===== src/rtl/adc_sif_tx.sv =====
// adc_sif_tx: ADC-style LVDS serializer. It emits one 2-bit pair per lane per CLKR cycle
// for ODDR primitives: a frame-clock lane plus CH_NUM data lanes, each sample sent MSB first.
module adc_sif_tx #(
  parameter int DATA_WIDTH = 12,
  parameter int CH_NUM     = 8
) (
  input  logic                         CLKR,
  input  logic                         RST,
  input  logic                         EN,
  input  logic [1:0]                   MODE,
  input  logic                         IN_VALID,
  output logic                         IN_READY,
  input  logic [CH_NUM*DATA_WIDTH-1:0] IN_DATA,
  output logic [1:0]                   TX_FC,
  output logic [2*CH_NUM-1:0]          TX_DD,
  output logic                         FRAME_START,
  output logic                         UNDERRUN,
  output logic [15:0]                  UNDERRUN_CNT
);
  localparam int W  = CH_NUM * DATA_WIDTH;
  localparam int F  = DATA_WIDTH / 2;
  localparam int PW = (F > 1) ? $clog2(F) : 1;
  localparam logic [PW-1:0] LAST_PHASE = PW'(F - 1);
  localparam logic [PW-1:0] FC_PHASES  = PW'(F / 2);
  localparam logic [1:0] MODE_NORMAL = 2'b00;
  localparam logic [1:0] MODE_RAMP   = 2'b01;
  localparam logic [1:0] MODE_FIXED  = 2'b10;

  if ((DATA_WIDTH % 4) != 0 || DATA_WIDTH < 4) begin : g_width_check
    $error("adc_sif_tx: DATA_WIDTH must be a non-zero multiple of 4");
  end

  typedef enum logic [1:0] {INIT, IDLE, RUN} state_t;

  state_t                state_reg;
  logic [4:0]            init_cnt_reg;
  logic [PW-1:0]         phase_reg;
  logic [W-1:0]          shift_reg;
  logic [W-1:0]          last_word_reg;
  logic [W-1:0]          buf_data_reg;
  logic                  buf_full_reg;
  logic [DATA_WIDTH-1:0] ramp_reg;
  logic                  in_ready_reg;
  logic                  frame_start_reg;
  logic                  underrun_reg;
  logic [1:0]            tx_fc_reg;
  logic [2*CH_NUM-1:0]   tx_dd_reg;
  logic [15:0]           underrun_cnt_reg;

  logic [W-1:0]          ramp_word;
  logic [W-1:0]          fixed_word;
  logic [W-1:0]          frame_word;
  logic [W-1:0]          src_word;
  logic [W-1:0]          shift_next;
  logic [2*CH_NUM-1:0]   pairs_next;
  logic                  load;
  logic                  accept;
  logic                  take_buf;
  logic                  buf_full_next;
  logic [PW-1:0]         phase_inc;

  // Per-channel pattern sources and the 2-bit-per-cycle MSB-first shifter.
  for (genvar gi = 0; gi < CH_NUM; gi++) begin : g_ch
    assign ramp_word[gi*DATA_WIDTH +: DATA_WIDTH] = ramp_reg + DATA_WIDTH'(gi);
    if ((gi % 2) == 0) begin : g_even
      assign fixed_word[gi*DATA_WIDTH +: DATA_WIDTH] = {(DATA_WIDTH/2){2'b10}};
    end else begin : g_odd
      assign fixed_word[gi*DATA_WIDTH +: DATA_WIDTH] = {(DATA_WIDTH/2){2'b01}};
    end
    assign pairs_next[2*gi +: 2] = src_word[gi*DATA_WIDTH + DATA_WIDTH - 2 +: 2];
    assign shift_next[gi*DATA_WIDTH +: DATA_WIDTH] =
      {src_word[gi*DATA_WIDTH +: DATA_WIDTH-2], 2'b00};
  end

  always_comb begin
    frame_word = '0;
    case (MODE)
      MODE_NORMAL: frame_word = buf_full_reg ? buf_data_reg : last_word_reg;
      MODE_RAMP:   frame_word = ramp_word;
      MODE_FIXED:  frame_word = fixed_word;
      default:     frame_word = '0;
    endcase
  end

  assign load   = EN && ((state_reg == IDLE) ||
                         (state_reg == RUN && phase_reg == LAST_PHASE));
  assign accept = IN_VALID && in_ready_reg;
  // Words offered outside normal mode are swallowed so the buffer never blocks the source.
  assign take_buf      = load && (MODE == MODE_NORMAL) && buf_full_reg;
  assign buf_full_next = (buf_full_reg && !take_buf) || (accept && MODE == MODE_NORMAL);
  assign src_word      = load ? frame_word : shift_reg;
  assign phase_inc     = phase_reg + PW'(1);

  always_ff @(posedge CLKR or posedge RST) begin
    if (RST) begin
      state_reg        <= INIT;
      init_cnt_reg     <= '0;
      phase_reg        <= '0;
      shift_reg        <= '0;
      last_word_reg    <= '0;
      buf_data_reg     <= '0;
      buf_full_reg     <= 1'b0;
      ramp_reg         <= '0;
      in_ready_reg     <= 1'b0;
      frame_start_reg  <= 1'b0;
      underrun_reg     <= 1'b0;
      tx_fc_reg        <= 2'b00;
      tx_dd_reg        <= '0;
      underrun_cnt_reg <= '0;
    end else begin
      frame_start_reg <= 1'b0;
      underrun_reg    <= 1'b0;
      buf_full_reg    <= buf_full_next;
      in_ready_reg    <= !buf_full_next;
      if (accept && MODE == MODE_NORMAL) begin
        buf_data_reg <= IN_DATA;
      end
      if (load) begin
        state_reg       <= RUN;
        phase_reg       <= '0;
        tx_fc_reg       <= 2'b11;
        tx_dd_reg       <= pairs_next;
        shift_reg       <= shift_next;
        frame_start_reg <= 1'b1;
        last_word_reg   <= frame_word;
        if (MODE == MODE_RAMP) begin
          ramp_reg <= ramp_reg + DATA_WIDTH'(1);
        end
        if (MODE == MODE_NORMAL && !buf_full_reg) begin
          underrun_reg <= 1'b1;
          if (underrun_cnt_reg != 16'hFFFF) begin
            underrun_cnt_reg <= underrun_cnt_reg + 16'd1;
          end
        end
      end else begin
        case (state_reg)
          INIT: begin
            tx_fc_reg    <= 2'b00;
            tx_dd_reg    <= '0;
            in_ready_reg <= (init_cnt_reg == 5'd31);
            init_cnt_reg <= init_cnt_reg + 5'd1;
            if (init_cnt_reg == 5'd31) begin
              state_reg <= IDLE;
            end
          end
          IDLE: begin
            tx_fc_reg <= 2'b00;
            tx_dd_reg <= '0;
          end
          RUN: begin
            if (phase_reg == LAST_PHASE) begin
              state_reg <= IDLE;
              tx_fc_reg <= 2'b00;
              tx_dd_reg <= '0;
            end else begin
              phase_reg <= phase_inc;
              tx_fc_reg <= (phase_inc < FC_PHASES) ? 2'b11 : 2'b00;
              tx_dd_reg <= pairs_next;
              shift_reg <= shift_next;
            end
          end
          default: state_reg <= INIT;
        endcase
      end
    end
  end

  assign IN_READY     = in_ready_reg;
  assign TX_FC        = tx_fc_reg;
  assign TX_DD        = tx_dd_reg;
  assign FRAME_START  = frame_start_reg;
  assign UNDERRUN     = underrun_reg;
  assign UNDERRUN_CNT = underrun_cnt_reg;

endmodule


===== config.mk =====
export PLATFORM = sky130hd
export DESIGN_NAME = adc_sif_tx
export DESIGN_NICKNAME = d
export VERILOG_FILES = /design/src/rtl/adc_sif_tx.sv
export SDC_FILE = /design/constraint.sdc
export NUM_CORES = 1
export LEC_CHECK = 0
export ABC_AREA = 1
export CAP_MARGIN = 20
export CORE_MARGIN = 2
export CORE_UTILIZATION = 45
export DETAILED_ROUTE_END_ITERATION = 6
export HOLD_SLACK_MARGIN = 0.15
export PLACE_DENSITY = 0.64
export RECOVER_POWER = 50
export SYNTH_ARGS = -nofsm -noshare
export SYNTH_HDL_FRONTEND = slang
export SYNTH_SLANG_ARGS = --single-unit

===== constraint.sdc =====
create_clock -name CLKR -period 14.6 [get_ports CLKR]
set_input_delay 3.65 -clock CLKR [delete_from_list [all_inputs] [get_ports CLKR]]
set_output_delay 3.65 -clock CLKR [all_outputs]
set_load 0.02 [all_outputs]

==> run summary <==
• **antenna diode count** 0
• **leading cell types in the layout, fill and taps excluded** 403 x nand2_1, 330 x dfrtp_1, 321 x o21ai_0
• **CTS tree** yes
• **Post-layout nets** 2110
• **number of antenna violations at the first check in global routing** 0
• **RePlAce Congestion** 0.912
• **total wire length after detailed routing** 48700 um
• **CTS resizes** 0
• **Relative slew margins** -270%
• **Bufs and invs on worst path** 4
• **GR Overflow Total** 0
• **Synth warnings** 0
• **total CTS buffers** 37
• **detailed route wirelength on metal3** 3300 um
• **standard-cell row count** 69
• **fin crit share** 65.6%
• **leading cell types by total area after synthesis** dfrtp_1 51%, o21ai_0 9.9%, nand2_1 9.3%
• **clk slew on worst S/H paths** 0.05 ns
• **wire length of the first global-routing pass** 76800 um
• **count of cell types in the netlist** 40
• **via count** 13784
• **Routed wire per std cell** 19.6 um
• **vertical extent of the die** 194 um
• **Critical Path Stages** 8
• **Critical Path Max Stage Delay** 1.84 ns
• **max cap viols** 5
• **number of primary I/O pins** 139
• **worst-case clock buffer depth** 3
• **setup repair after global routing missed its margin** no
• **average size of a mapped cell** 8.46 um^2
• **post-route standard cell area excluding fillers** 18900 um^2
• **crit path capture type** flip-flop
• **kind of start point of the critical path** primary input
• **top cell type's share of synthesized area** 51.2%
• **largest area contributor in the netlist** dfrtp_1
• **Filler cells** 3369
• **I/O Buffers** 138
• **most numerous cell on the critical path** clkbuf_1
• **number of failing setup endpoints in the final timing report** 0
• **horizontal extent of the die** 194 um
• **Critical Path, Cell by Cell** dlygate4sd3_1, clkbuf_1, nor2_2, clkbuf_1, nand3_1, buf_4, o21ai_1, a21boi_0
• **Area Growth Syn to Fin** 17.0%
• **cts hold-fix bufs** 0
• **critical path fanouts, max** 79
• **number of instances in the synthesized netlist** 1911
• **via count of the first global-routing pass** 13293
• **first-pass iteration count of the detailed router** 6
• **most common cell after layout, fill and taps aside** nand2_1
• **Die ar.** 37500 um^2
• **number of flip-flops and latches in the synthesized netlist** 331
• **maximum number of pins on one net before global-route repair** 120
• **required time of the worst setup path** 14.99 ns
• **path category of the worst min-delay check** reg2reg
• **GR Util All Layers** 25.8%
• **Crit path max-delay family** buffers and inverters
• **Achievable Freq** 104 MHz
• **post-detailed-placement half-perimeter wirelength** 31600 um
• **cell with the largest stage delay on the worst path** nand3_1
• **buffer type at the clock tree root** clkbuf_16
• **violated checks** max-capacitance violations, max-slew violations
• **H-tree depth** 2
• **Static Leak** 0.00881 uW
• **count of cells along the worst register-to-register path** 9
• **clk_lat worst skew** 0.55 ns
• **worst setup skew after layout** 0.0238 ns
• **worst hold slack across all endpoints** 0.463 ns
• **Primary FF master, synth** dfrtp_1
• **result of the run** finished with violations
• **post-DR vias/cell** 5.55
• **DRC Markers** 0
• **number of flops mapped to enable cells by yosys** 0
• **number of non-filler instances in the completed layout** 2483
• **dpl cells** 2416
• **count of routing violations after the opening detailed-route iteration** 1256
• **detailed-route wire length on metal 1** 21900 um
• **synthesized net count** 2027
• **number of max-slew violations in the final report** 343
• **Initial Util** 45.6%
• **number of instances on the worst hold path** 2
• **critical path class** in2reg
• **share of synthesized flip-flops with an asynchronous set or reset** 100%
• **total length of routed met2 wires** 22400 um
• **top routing layer in use** met4
• **core occupancy in the finished layout** 53.3%
• **slack of the worst reg-to-reg path** 8.69 ns
• **Power Dens Cells** 217 nW/um^2
• **Cell Area, Placed** 17700 um^2
• **setup repair bufs after CTS** 0
• **actual slew at the worst max-slew pin** 5.52 ns
• **Fin. Hold Viols** 0
• **total clock sinks** 331
• **layout cells sized above 1** 8.65%
• **Arr. time, crit path** 9.97 ns
• **Period minus WS final** 9.58 ns
• **post-synth design cell area** 16200 um^2
• **largest vdd supply drop** 0.112 mV
• **final-layout setup total negative slack** 0 ns
• **core region area** 35500 um^2
• **fraction of the yosys area taken by sequential cells** 51.2%
• **final antenna-violating net count** 0
routing by layer:
layer,track usage [%],vias to the layer above
met4,7.01,0
li1,-,6490
met5,0,-
met1,37.2,6726
met3,4.24,66
met2,40.5,502
report_power, final:
part | switching (uW) | total (uW) | internal [uW]
registers | 292 | 1640 | 1350
clock network | 378 | 930 | 551
logic | 993 | 1530 | 535
total | 1660 | 4100 | 2440
worst min-delay path: cells and delay by family (launching register included):
family           cells  cell delay (ns)
and+or+nand+nor      2             0.09
DFF                  1             0.34
synthesized netlist by cell type, types with 3 or more instances:
cell and number:
nand2_2 7, a31oi_1 3, or2_2 4, nand3_1 90, buf_1 7, buf_4 11, dfrtp_1 331, o22ai_1 6
nand2_1 401, nor2_2 5, nor2_1 123, ha_1 14, inv_1 183, xor2_1 20, a21oi_1 116, inv_2 3
o21ai_0 321, nand4_1 22, nor3_1 9, buf_2 44, buf_6 3, nor2_4 3, o21ai_1 13, mux2_2 80
o211ai_1 30, clkbuf_1 44
final cells by class:
type / instances / area, um^2 / share of cell area [%]
Clock buffer: 63 / 1190 / 6.27
Clock inverter: 4 / 23.8 / 0.126
Inverter: 187 / 704 / 3.72
Multi-Input combinational cell: 1284 / 6660 / 35.2
Sequential cell: 331 / 8280 / 43.8
Tap cell: 461 / 577 / 3.05
Timing Repair Buffer: 153 / 1490 / 7.86
kinds of logic after synthesis:
| group | count (synthesis) | share of synthesized area [%] |
|---|---|---|
| buf+inv | 296 | 7.61 |
| fa+ha+maj | 14 | 1.08 |
| compound gates | 499 | 16.2 |
| xor+xnor | 21 | 1.14 |
| flops | 331 | 51.2 |
| simple gates | 668 | 17.1 |
| mux | 82 | 5.69 |
through the flow:
step | worst slack (ns) | power [uW]
5_1_grt | 4.61 | 4380
3_5_place_dp | 7.77 | 3170
6_report | 5.02 | 4100
4_1_cts | 8.32 | 4120
3_3_place_gp | 7.81 | 3140
2_1_floorplan | 1.78 | 2630
worst paths after layout:
path                                           startpoint                             to
worst max-delay path                              MODE[1]             IN_READY$_DFF_PP0_
worst min-delay path            shift_reg[86]$_DFFE_PP0P_      shift_reg[86]$_DFFE_PP0P_
worst max register to register   phase_reg[1]$_DFFE_PP0P_       phase_reg[1]$_DFFE_PP0P_
worst min register to register  shift_reg[86]$_DFFE_PP0P_      shift_reg[86]$_DFFE_PP0P_
max in group asynchronous                             RST         buf_full_reg$_DFF_PP0_
min in group asynchronous                             RST  last_word_reg[86]$_DFFE_PP0N_
No activity file was read; power rests on OpenSTA's default activity.
